===== src/rtl/cpu_pkg.sv =====
// Shared constants for the register FIFO and its pointer/flag controller.
package cpu_pkg;

    localparam int WORD_WIDTH = 64;
    localparam int FIFO_DEPTH = 4;

    // Width of a counter that must hold values 0..n inclusive.
    function automatic int occ_width(input int n);
        return $clog2(n + 1);
    endfunction

endpackage : cpu_pkg


===== src/rtl/fifo_ctrl.sv =====
// Pointer, occupancy and overflow bookkeeping for a power-of-two register FIFO.
// Flush beats any push/pop in the same cycle; storage writes are only
// enabled through push_o, so a flushed or rejected write never touches memory.
module fifo_ctrl
    import cpu_pkg::*;
#(
    parameter int DEPTH = FIFO_DEPTH,
    localparam int PW = $clog2(DEPTH),
    localparam int CW = occ_width(DEPTH)
) (
    input  logic          clk,
    input  logic          rst_n_i,
    input  logic          wr_valid_i,
    input  logic          rd_ready_i,
    input  logic          flush_i,
    output logic          wr_ready_o,
    output logic          rd_valid_o,
    output logic          push_o,
    output logic [PW-1:0] wr_ptr_o,
    output logic [PW-1:0] rd_ptr_o,
    output logic [CW-1:0] count_o,
    output logic          overflow_o
);

    logic [PW-1:0] wr_ptr_q, wr_ptr_d;
    logic [PW-1:0] rd_ptr_q, rd_ptr_d;
    logic [CW-1:0] count_q, count_d;
    logic          overflow_q, overflow_d;
    logic          pop;

    // Handshake status is derived only from registered occupancy, so a full
    // FIFO never passes a write through even when a pop happens that cycle.
    assign wr_ready_o = (count_q != CW'(DEPTH));
    assign rd_valid_o = (count_q != '0);
    assign push_o     = wr_valid_i & wr_ready_o & ~flush_i;
    assign pop        = rd_valid_o & rd_ready_i & ~flush_i;

    // Next-state for pointers, occupancy and the sticky overflow flag.
    always_comb begin
        wr_ptr_d   = wr_ptr_q;
        rd_ptr_d   = rd_ptr_q;
        count_d    = count_q;
        overflow_d = overflow_q;
        if (flush_i) begin
            wr_ptr_d   = '0;
            rd_ptr_d   = '0;
            count_d    = '0;
            overflow_d = 1'b0;
        end else begin
            // Pointer width equals log2(DEPTH), so natural wrap is mod DEPTH.
            if (push_o) begin
                wr_ptr_d = wr_ptr_q + PW'(1);
            end
            if (pop) begin
                rd_ptr_d = rd_ptr_q + PW'(1);
            end
            case ({push_o, pop})
                2'b10:   count_d = count_q + CW'(1);
                2'b01:   count_d = count_q - CW'(1);
                default: count_d = count_q;
            endcase
            if (wr_valid_i && !wr_ready_o) begin
                overflow_d = 1'b1;
            end
        end
    end

    // State registers with asynchronous active-low clear.
    always_ff @(posedge clk or negedge rst_n_i) begin
        if (!rst_n_i) begin
            wr_ptr_q   <= '0;
            rd_ptr_q   <= '0;
            count_q    <= '0;
            overflow_q <= 1'b0;
        end else begin
            wr_ptr_q   <= wr_ptr_d;
            rd_ptr_q   <= rd_ptr_d;
            count_q    <= count_d;
            overflow_q <= overflow_d;
        end
    end

    assign wr_ptr_o   = wr_ptr_q;
    assign rd_ptr_o   = rd_ptr_q;
    assign count_o    = count_q;
    assign overflow_o = overflow_q;

endmodule : fifo_ctrl


===== src/rtl/reg_fifo_64.sv =====
// Show-ahead register FIFO: storage array and read mux; bookkeeping lives in
// fifo_ctrl. Storage is deliberately not reset; it is invisible while empty.
module reg_fifo_64
    import cpu_pkg::*;
#(
    parameter int DEPTH = FIFO_DEPTH,
    parameter int WIDTH = WORD_WIDTH,
    localparam int PW = $clog2(DEPTH),
    localparam int CW = occ_width(DEPTH)
) (
    input  logic             clk,
    input  logic             reset,
    input  logic             wr_valid,
    input  logic [WIDTH-1:0] wr_data,
    output logic             wr_ready,
    output logic             rd_valid,
    output logic [WIDTH-1:0] rd_data,
    input  logic             rd_ready,
    input  logic             flush,
    output logic [CW-1:0]    count,
    output logic             overflow
);

    logic [WIDTH-1:0] mem_q [DEPTH];
    logic [PW-1:0]    wr_ptr;
    logic [PW-1:0]    rd_ptr;
    logic             push;

    fifo_ctrl #(
        .DEPTH (DEPTH)
    ) u_ctrl (
        .clk        (clk),
        .rst_n_i    (reset),
        .wr_valid_i (wr_valid),
        .rd_ready_i (rd_ready),
        .flush_i    (flush),
        .wr_ready_o (wr_ready),
        .rd_valid_o (rd_valid),
        .push_o     (push),
        .wr_ptr_o   (wr_ptr),
        .rd_ptr_o   (rd_ptr),
        .count_o    (count),
        .overflow_o (overflow)
    );

    // Storage only changes on an accepted push.
    always_ff @(posedge clk) begin
        if (push) begin
            mem_q[wr_ptr] <= wr_data;
        end
    end

    // Head of queue is presented directly; zeros when nothing is held.
    assign rd_data = rd_valid ? mem_q[rd_ptr] : '0;

endmodule : reg_fifo_64


===== config.mk =====
export PLATFORM = sky130hd
export DESIGN_NAME = reg_fifo_64
export DESIGN_NICKNAME = d
export VERILOG_FILES = /design/src/rtl/cpu_pkg.sv /design/src/rtl/fifo_ctrl.sv /design/src/rtl/reg_fifo_64.sv
export SDC_FILE = /design/constraint.sdc
export NUM_CORES = 1
export LEC_CHECK = 0
export CAP_MARGIN = 0
export CORE_UTILIZATION = 49
export CTS_CLUSTER_SIZE = 16
export DETAILED_ROUTE_END_ITERATION = 10
export HOLD_SLACK_MARGIN = 0.06
export PLACE_DENSITY = 0.76
export SYNTH_ARGS = -nofsm -noshare
export SYNTH_HDL_FRONTEND = slang
export SYNTH_SLANG_ARGS = --single-unit

===== constraint.sdc =====
create_clock -name clk -period 2.8 [get_ports clk]
set_input_delay 0.42 -clock clk [delete_from_list [all_inputs] [get_ports clk]]
set_output_delay 0.42 -clock clk [all_outputs]
set_load 0.02 [all_outputs]

==> run_results.csv, run 1 <==
group,metric,value,unit
timing,worst_pin_slew,428.4,ps
timing,rsz0062_at_grt,"yes",
critical_path,r2r_start,"u_ctrl.count_o[1]",
critical_path,crit_end,"rd_data[58]",
critical_path,end_kind,"output port",
critical_path,crit_family,"buffers and inverters",
clock_tree,clock_latency,520,ps
hold_path,hp-class,"input port to async pin",
timing,relSlewSlack,71.08,%
final_layout,final_cells,926,
critical_path,r2r_slack,660,ps
critical_path,regToRegEndpoint,"u_ctrl.count_o[2]",
placement,dp_cells,874,
drt,routed_via_density,5.491,
final_layout,drive_gt1_share,19.54,%
synthesis,synth_area_per_cell,21.52,um^2
synthesis,synth_xor_area_share,0.1707,%
placement,dpl.hpwl,11500,um
floorplanning,fp.dieW,146.7,um
synthesis,ys_async_sr_fraction,3.030,%
grt,grt_pass1_wl,30610,um
critical_path,crit_chain,"buf_12 -> clkbuf_16 -> mux4_2 -> and2_1 -> dlygate4sd2_1",
synthesis,yosysSeqAreaShare,76.85,%
clock_tree,clock_tree.root_cell,"clkbuf_16",
placement,place_congestion,0.7556,
timing,post-route-period-util,97.60,%
synthesis,ys.flop_type,"edfxtp_1",
critical_path,startpoint,"u_ctrl.rd_ptr_o[0]",
synthesis,ys_seq_elements,264,
synthesis,synthCells,477,
floorplanning,coreArea,0.02036,mm^2
clock_tree,cts.reportedPaths.clkPinSlew,60,ps
timing,finalWorstSetupSlack,67.27,ps
final_layout,final_util,63.46,%
timing,finalSetupViolCount,0,
critical_path,worst-path-stages,5,
critical_path,crit_buf_inv,3,
placement,preCtsSetupSlack,282.8,ps
power,p_per_area,801.7,mW/mm^2
grt,antenna_found_initial,1,
synthesis,synth_compound_area_share,1.195,%
final_layout,fin_nets,711,
critical_path,arrival,2310,ps
clock_tree,cts_tree,"built",
placement,port_buffers,138,
drt,routed_wl,19790,um
timing,fin_setup_tns,0,ps
synthesis,synth_top_family_by_area,"multiplexers",
synthesis,synthAdderAreaFrac,0.6827,%
drt,drtIter0Drc,293,
grt,first_global_vias,5446,
synthesis,synth_area,0.01026,mm^2
floorplanning,initial_core_util,50.40,%
timing,final.min_clock_period,2733,ps
grt,grtUsageTotal,18.70,%
clock_tree,cts_max_path_buffers,3,
timing,fmax,365.9,MHz
critical_path,worstSetupPathType,"flip-flop to output port",
critical_path,rr_worst_depth,7,
flow_run,maxCapViolations,0,
floorplanning,num_rows,52,
clock_tree,h-tree-depth,1,
power,ir_drop,577.1,uV
grt,grt_overflow,0,
critical_path,critPathRequiredTime,2380,ps
critical_path,critPathLaunchType,"flip-flop",
synthesis,yosysWarnings,0,
drt,wl_per_cell,21.37,um
floorplanning,ios,139,
critical_path,cp_slowest_cell,"mux4_2",
drt,drtPass1Iterations,5,
synthesis,synth_cell_types,32,
clock_tree,postCtsHoldBufs,0,
power,p_leak,4.383,nW
final_layout,syn2layout_area_growth,25.91,%
grt,grt_max_degree,59,
synthesis,synthSimpleGateAreaFrac,5.205,%
placement,placed_area,0.01209,mm^2
timing,final_hold_viol_count,0,
timing,slew_violations,0,
drt,ant_nets,0,
critical_path,critPathMaxStageDelay,490,ps
drt,drc,0,
synthesis,synth-edff-count,256,
synthesis,syn_nets,551,
clock_tree,clock-sinks,264,
power,finalPower,10.36,mW
outcome,status,"finished clean",
timing,hold_ws,185.7,ps
drt,vias,5085,
clock_tree,numCtsBuffers,26,
critical_path,path_max_fanout,9,
synthesis,synth_mux_area_share,14.15,%
floorplanning,dieArea,0.02153,mm^2
floorplanning,floorplan.die.height,146.7,um
final_layout,design_area,0.01292,mm^2
timing,skew,8.912,ps
## report_power, final
group / switching [mW] / internal, mW
Combinational: 1.38 / 1.29
Clock: 1.36 / 1.76
Sequential: 0.0827 / 4.49
Total: 2.82 / 7.54
## cell usage in the layout (no fill, tap or decap), types with 3 or more instances in the layout
cell type,Yosys,layout
a21oi_1,5,5
and2_1,68,64
and2_4,0,4
buf_12,0,9
buf_16,0,3
buf_4,0,5
clkbuf_1,10,9
clkbuf_16,0,29
clkdlybuf4s15_1,0,3
clkdlybuf4s50_1,0,74
clkinv_1,0,6
clkinv_2,0,3
dfrtp_1,8,4
dlygate4sd2_1,0,61
edfxtp_1,256,256
ha_1,4,4
inv_1,8,7
mux4_2,64,64
nand2_1,3,3
nand3_1,4,4
nor2_1,6,6
o21ai_0,3,3
## cells by family (layout without fill, tap and decap cells)
group,count (synthesis),count (layout)
mux,65,65
flops,264,264
buf+inv,34,212
fa+ha+maj,5,5
xor+xnor,2,2
other cells,0,1
simple gates,89,89
compound gates,18,18
## cell usage after synthesis (2+ instances only)
library cell	n	area share (%)
nand2_1	3	0.11
buf_2	11	0.54
ha_1	4	0.49
and2_1	68	4.1
clkbuf_1	10	0.37
nand3_1	4	0.20
dfrtp_1	8	2.0
nor2_1	6	0.22
edfxtp_1	256	75
buf_6	5	0.55
nor2b_1	2	0.12
a21oi_1	5	0.24
o21ai_0	3	0.15
nor3_1	2	0.098
mux4_2	64	14
o2111ai_1	2	0.17
xor2_1	2	0.17
inv_1	8	0.29
## worst min path at each step
stage	slack (ps)	end	depth (start not counted)	from
final	190	u_ctrl.count_o[2]	1	reset
after global routing	210	u_ctrl.rd_ptr_o[0]	1	reset
after CTS	180	u_ctrl.wr_ptr_o[0]	1	reset
after detailed placement	530	u_ctrl.overflow_o	2	u_ctrl.overflow_o
after global placement	490	u_ctrl.overflow_o	2	u_ctrl.overflow_o
after floorplan	120	u_ctrl.count_o[0]	0	reset
## state kept, by name, summed over array words and instances (netlist names)
signal	count
mem_q	256
u_ctrl.count_o	3
u_ctrl.overflow_o	1
u_ctrl.rd_ptr_o	2
u_ctrl.wr_ptr_o	2
## what timing repair did
item / in CTS / in global routing
setup endpoints to repair: 66 / 35
setup buffers: 1 / 0
gates resized for setup: 70 / 3
endpoints found under the hold margin: 0 / 0
cloned: 2 / 2
## layout make-up
type / instances / area [um^2]
repair buffers: 158 / 1688
flip-flops and latches: 264 / 7898
multi-input cells: 179 / 2212
inverters: 8 / 30.03
diodes: 1 / 2.502
well taps: 270 / 337.8
clock buffers: 36 / 709.4
clock inverters: 10 / 45.04
fillers: 1393 / 7442
## metal layers
layer / share of wire [%] / GRT usage, % / routed length (um) / vias up
met5: 0 / 0 / 0 / -
met4: 1.8 / 4.792 / 356 / 0
met3: 5.5 / 3.447 / 1081 / 28
met2: 51 / 31.92 / 10110 / 170
met1: 42 / 24.96 / 8241 / 2637
li1: - / - / - / 2250
Note: power is estimated with default switching activity, not from simulation.
==> inputs of run 2 (changes only) <==
--- a/config.mk
+++ b/config.mk
@@ -6,11 +6,11 @@
 export NUM_CORES = 1
 export LEC_CHECK = 0
 export CAP_MARGIN = 0
-export CORE_UTILIZATION = 49
+export CORE_UTILIZATION = 55
 export CTS_CLUSTER_SIZE = 16
 export DETAILED_ROUTE_END_ITERATION = 10
 export HOLD_SLACK_MARGIN = 0.06
-export PLACE_DENSITY = 0.76
+export PLACE_DENSITY = 0.81
 export SYNTH_ARGS = -nofsm -noshare
 export SYNTH_HDL_FRONTEND = slang
 export SYNTH_SLANG_ARGS = --single-unit
==> constraint.sdc (replaced) <==
create_clock -name clk -period 2.55 [get_ports clk]
set_input_delay 0.3825 -clock clk [delete_from_list [all_inputs] [get_ports clk]]
set_output_delay 0.3825 -clock clk [all_outputs]
set_load 0.02 [all_outputs]
==> run 2 against run 1 <==
Effect of this change: the run now ends with design-rule violations left; first-iteration DRC count fell by 6.5%; die area shrank 11%; design area up 0.99%; global-route usage increased by 2.8 points; critical path type unchanged; largest power group unchanged.
==> run_results.csv, run 2 (synthesis results as in run 1) <==
group,metric,value,unit
outcome,status,"finished with violations",
outcome,failed_checks,"design-rule violations",
power,p_per_area,916.7,mW/mm^2
timing,skew,5.471,ps
critical_path,arrival,2130,ps
clock_tree,clock-sinks,264,
timing,post-route-period-util,98.59,%
critical_path,critPathLaunchType,"flip-flop",
timing,rsz0062_at_grt,"yes",
power,comb_power_share,26.9,%
final_layout,design_area,0.01305,mm^2
critical_path,worstSetupPathType,"flip-flop to output port",
placement,port_buffers,138,
critical_path,cp_slowest_cell,"dfrtp_4",
final_layout,final_cells,910,
placement,dpl.hpwl,11730,um
power,finalPower,11.96,mW
clock_tree,h-tree-depth,1,
hold_path,hp-class,"input port to async pin",
grt,met2_usage,36.17,%
timing,slew_violations,0,
drt,routed_wl,20040,um
floorplanning,floorplan.die.height,138.6,um
drt,routed_via_density,5.691,
grt,grt_pass1_wl,31080,um
drt,drtPass1Iterations,9,
final_layout,fill_cells,1071,
clock_tree,cts_tree,"built",
critical_path,crit_chain,"buf_6 -> buf_16 -> buf_6 -> mux4_2 -> and2_4 -> buf_6",
timing,fmax,397.8,MHz
power,power_frac_clock,31.3,%
timing,finalSetupViolCount,0,
timing,relSlewSlack,71.00,%
floorplanning,ios,139,
clock_tree,cts.reportedPaths.clkPinSlew,60,ps
clock_tree,clock_latency,510,ps
grt,met3_usage,5.007,%
final_layout,drive_gt1_share,34.26,%
critical_path,critical_path.most_common_cell,"buf_6",
grt,grt-busiest-layer,"met2",
clock_tree,clock_tree.root_cell,"clkbuf_16",
drt,wl_per_cell,22.02,um
floorplanning,fp.dieW,138.6,um
clock_tree,numCtsBuffers,26,
floorplanning,coreArea,0.01815,mm^2
grt,grt_max_degree,38,
floorplanning,num_rows,49,
final_layout,multi_input_area,0.002243,mm^2
floorplanning,dieArea,0.01921,mm^2
grt,grtUsageTotal,21.54,%
timing,worst_pin_slew,429.6,ps
timing,final_hold_viol_count,0,
power,internal_power,8.748,mW
critical_path,end_kind,"output port",
grt,first_global_vias,5504,
final_layout,fin_nets,735,
power,ir_drop,742.5,uV
final_layout,final_util,71.91,%
drt,vias,5179,
drt,drtIter0Drc,274,
grt,grt.met1_usage,28.72,%
final_layout,final_cell_mix,"256 x edfxtp_1, 73 x clkdlybuf4s50_1, 64 x mux4_2, 52 x and2_1, 50 x buf_2",
flow_run,maxCapViolations,0,
placement,place_congestion,0.7668,
drt,ant_nets,0,
final_layout,layout.cells.most_common,"edfxtp_1",
critical_path,rr_worst_depth,8,
timing,final.min_clock_period,2514,ps
grt,antenna_found_initial,1,
final_layout,syn2layout_area_growth,27.15,%
critical_path,critPathRequiredTime,2170,ps
final_layout,largest_register_ffs,256,
critical_path,path_max_fanout,6,
final_layout,regArea,0.007896,mm^2
power,pwr-share-seq,41.8,%
drt,drc,11,
critical_path,critPathMaxStageDelay,530,ps
power,power.switching,3.215,mW
floorplanning,initial_core_util,56.56,%
clock_tree,cts_max_path_buffers,3,
clock_tree,postCtsHoldBufs,0,
power,p_sw_share,26.88,%
placement,dp_cells,844,
final_layout,regMostFlops,"mem_q",
placement,placed_area,0.01221,mm^2
grt,grt_overflow,0,
power,p_leak,4.474,nW
[run 2: layout make-up]
cell class | count | area share [%]
timing repair buffer | 182 | 13.33
antenna | 1 | 0.01918
sequential | 264 | 60.51
multi-input combinational | 179 | 17.19
clock inverter | 17 | 1.246
tap | 229 | 2.196
inverter | 8 | 0.2493
clock buffer | 30 | 5.264
[run 2: path summary, 6_finish.rpt]
check / slack [ps] / from / end
worst max-delay path: 40 / u_ctrl.rd_ptr_o[0] / rd_data[26]
worst min-delay path: 160 / reset / u_ctrl.count_o[0]
worst max register to register: 370 / u_ctrl.count_o[1] / u_ctrl.count_o[1]
worst min register to register: 500 / u_ctrl.overflow_o / u_ctrl.overflow_o
max in group asynchronous: 2070 / reset / u_ctrl.rd_ptr_o[0]
min in group clk: 500 / wr_data[52] / mem_q[3][52]
[run 2: per-layer routing]
metal	share of wire, %	up-vias
met5	0	-
met2	50	188
li1	-	2298
met1	41	2662
met4	1.9	0
met3	7.2	31
[run 2: power by group through the flow]
stage | combinational [mW] | clock, mW | sequential [mW]
6_report | 3.22 | 3.74 | 5.00
3_5_place_dp | 3.22 | 0 | 5.10
5_1_grt | 3.44 | 3.96 | 5.01
4_1_cts | 3.13 | 3.80 | 5.00
3_3_place_gp | 3.19 | 0 | 5.09
2_1_floorplan | 1.79 | 0 | 5.08
[run 2: repair_timing]
item                       CTS  global route
resized for setup          262            27
gates cloned                 2             1
pin swaps                    2             1
setup buffers               12             3
setup endpoints to repair   65            28
[run 2: critical path: cells and delay by family, from the launching register on]
family,cells,cell delay [ps]
and+or+nand+nor,1,150
muxes,1,410
buffers and inverters,4,530
DFF,1,530
[run 2: through the flow]
step	worst slack (ps)	TNS [ps]	hold slack (ps)
2_1_floorplan	241.4	0	86.91
3_3_place_gp	187.5	0	500.7
3_5_place_dp	125.3	0	498.5
4_1_cts	-62.98	-62.98	154.1
5_1_grt	-25.64	-213.9	174.7
6_report	35.91	0	161.3
==> inputs of run 3 (changes only) <==
--- a/config.mk
+++ b/config.mk
@@ -9,7 +9,6 @@
 export CORE_UTILIZATION = 55
 export CTS_CLUSTER_SIZE = 16
 export DETAILED_ROUTE_END_ITERATION = 10
-export HOLD_SLACK_MARGIN = 0.06
 export PLACE_DENSITY = 0.81
 export SYNTH_ARGS = -nofsm -noshare
 export SYNTH_HDL_FRONTEND = slang
==> results of run 3 <==
The final DEF is identical to that of run 2; final timing and power are the same.
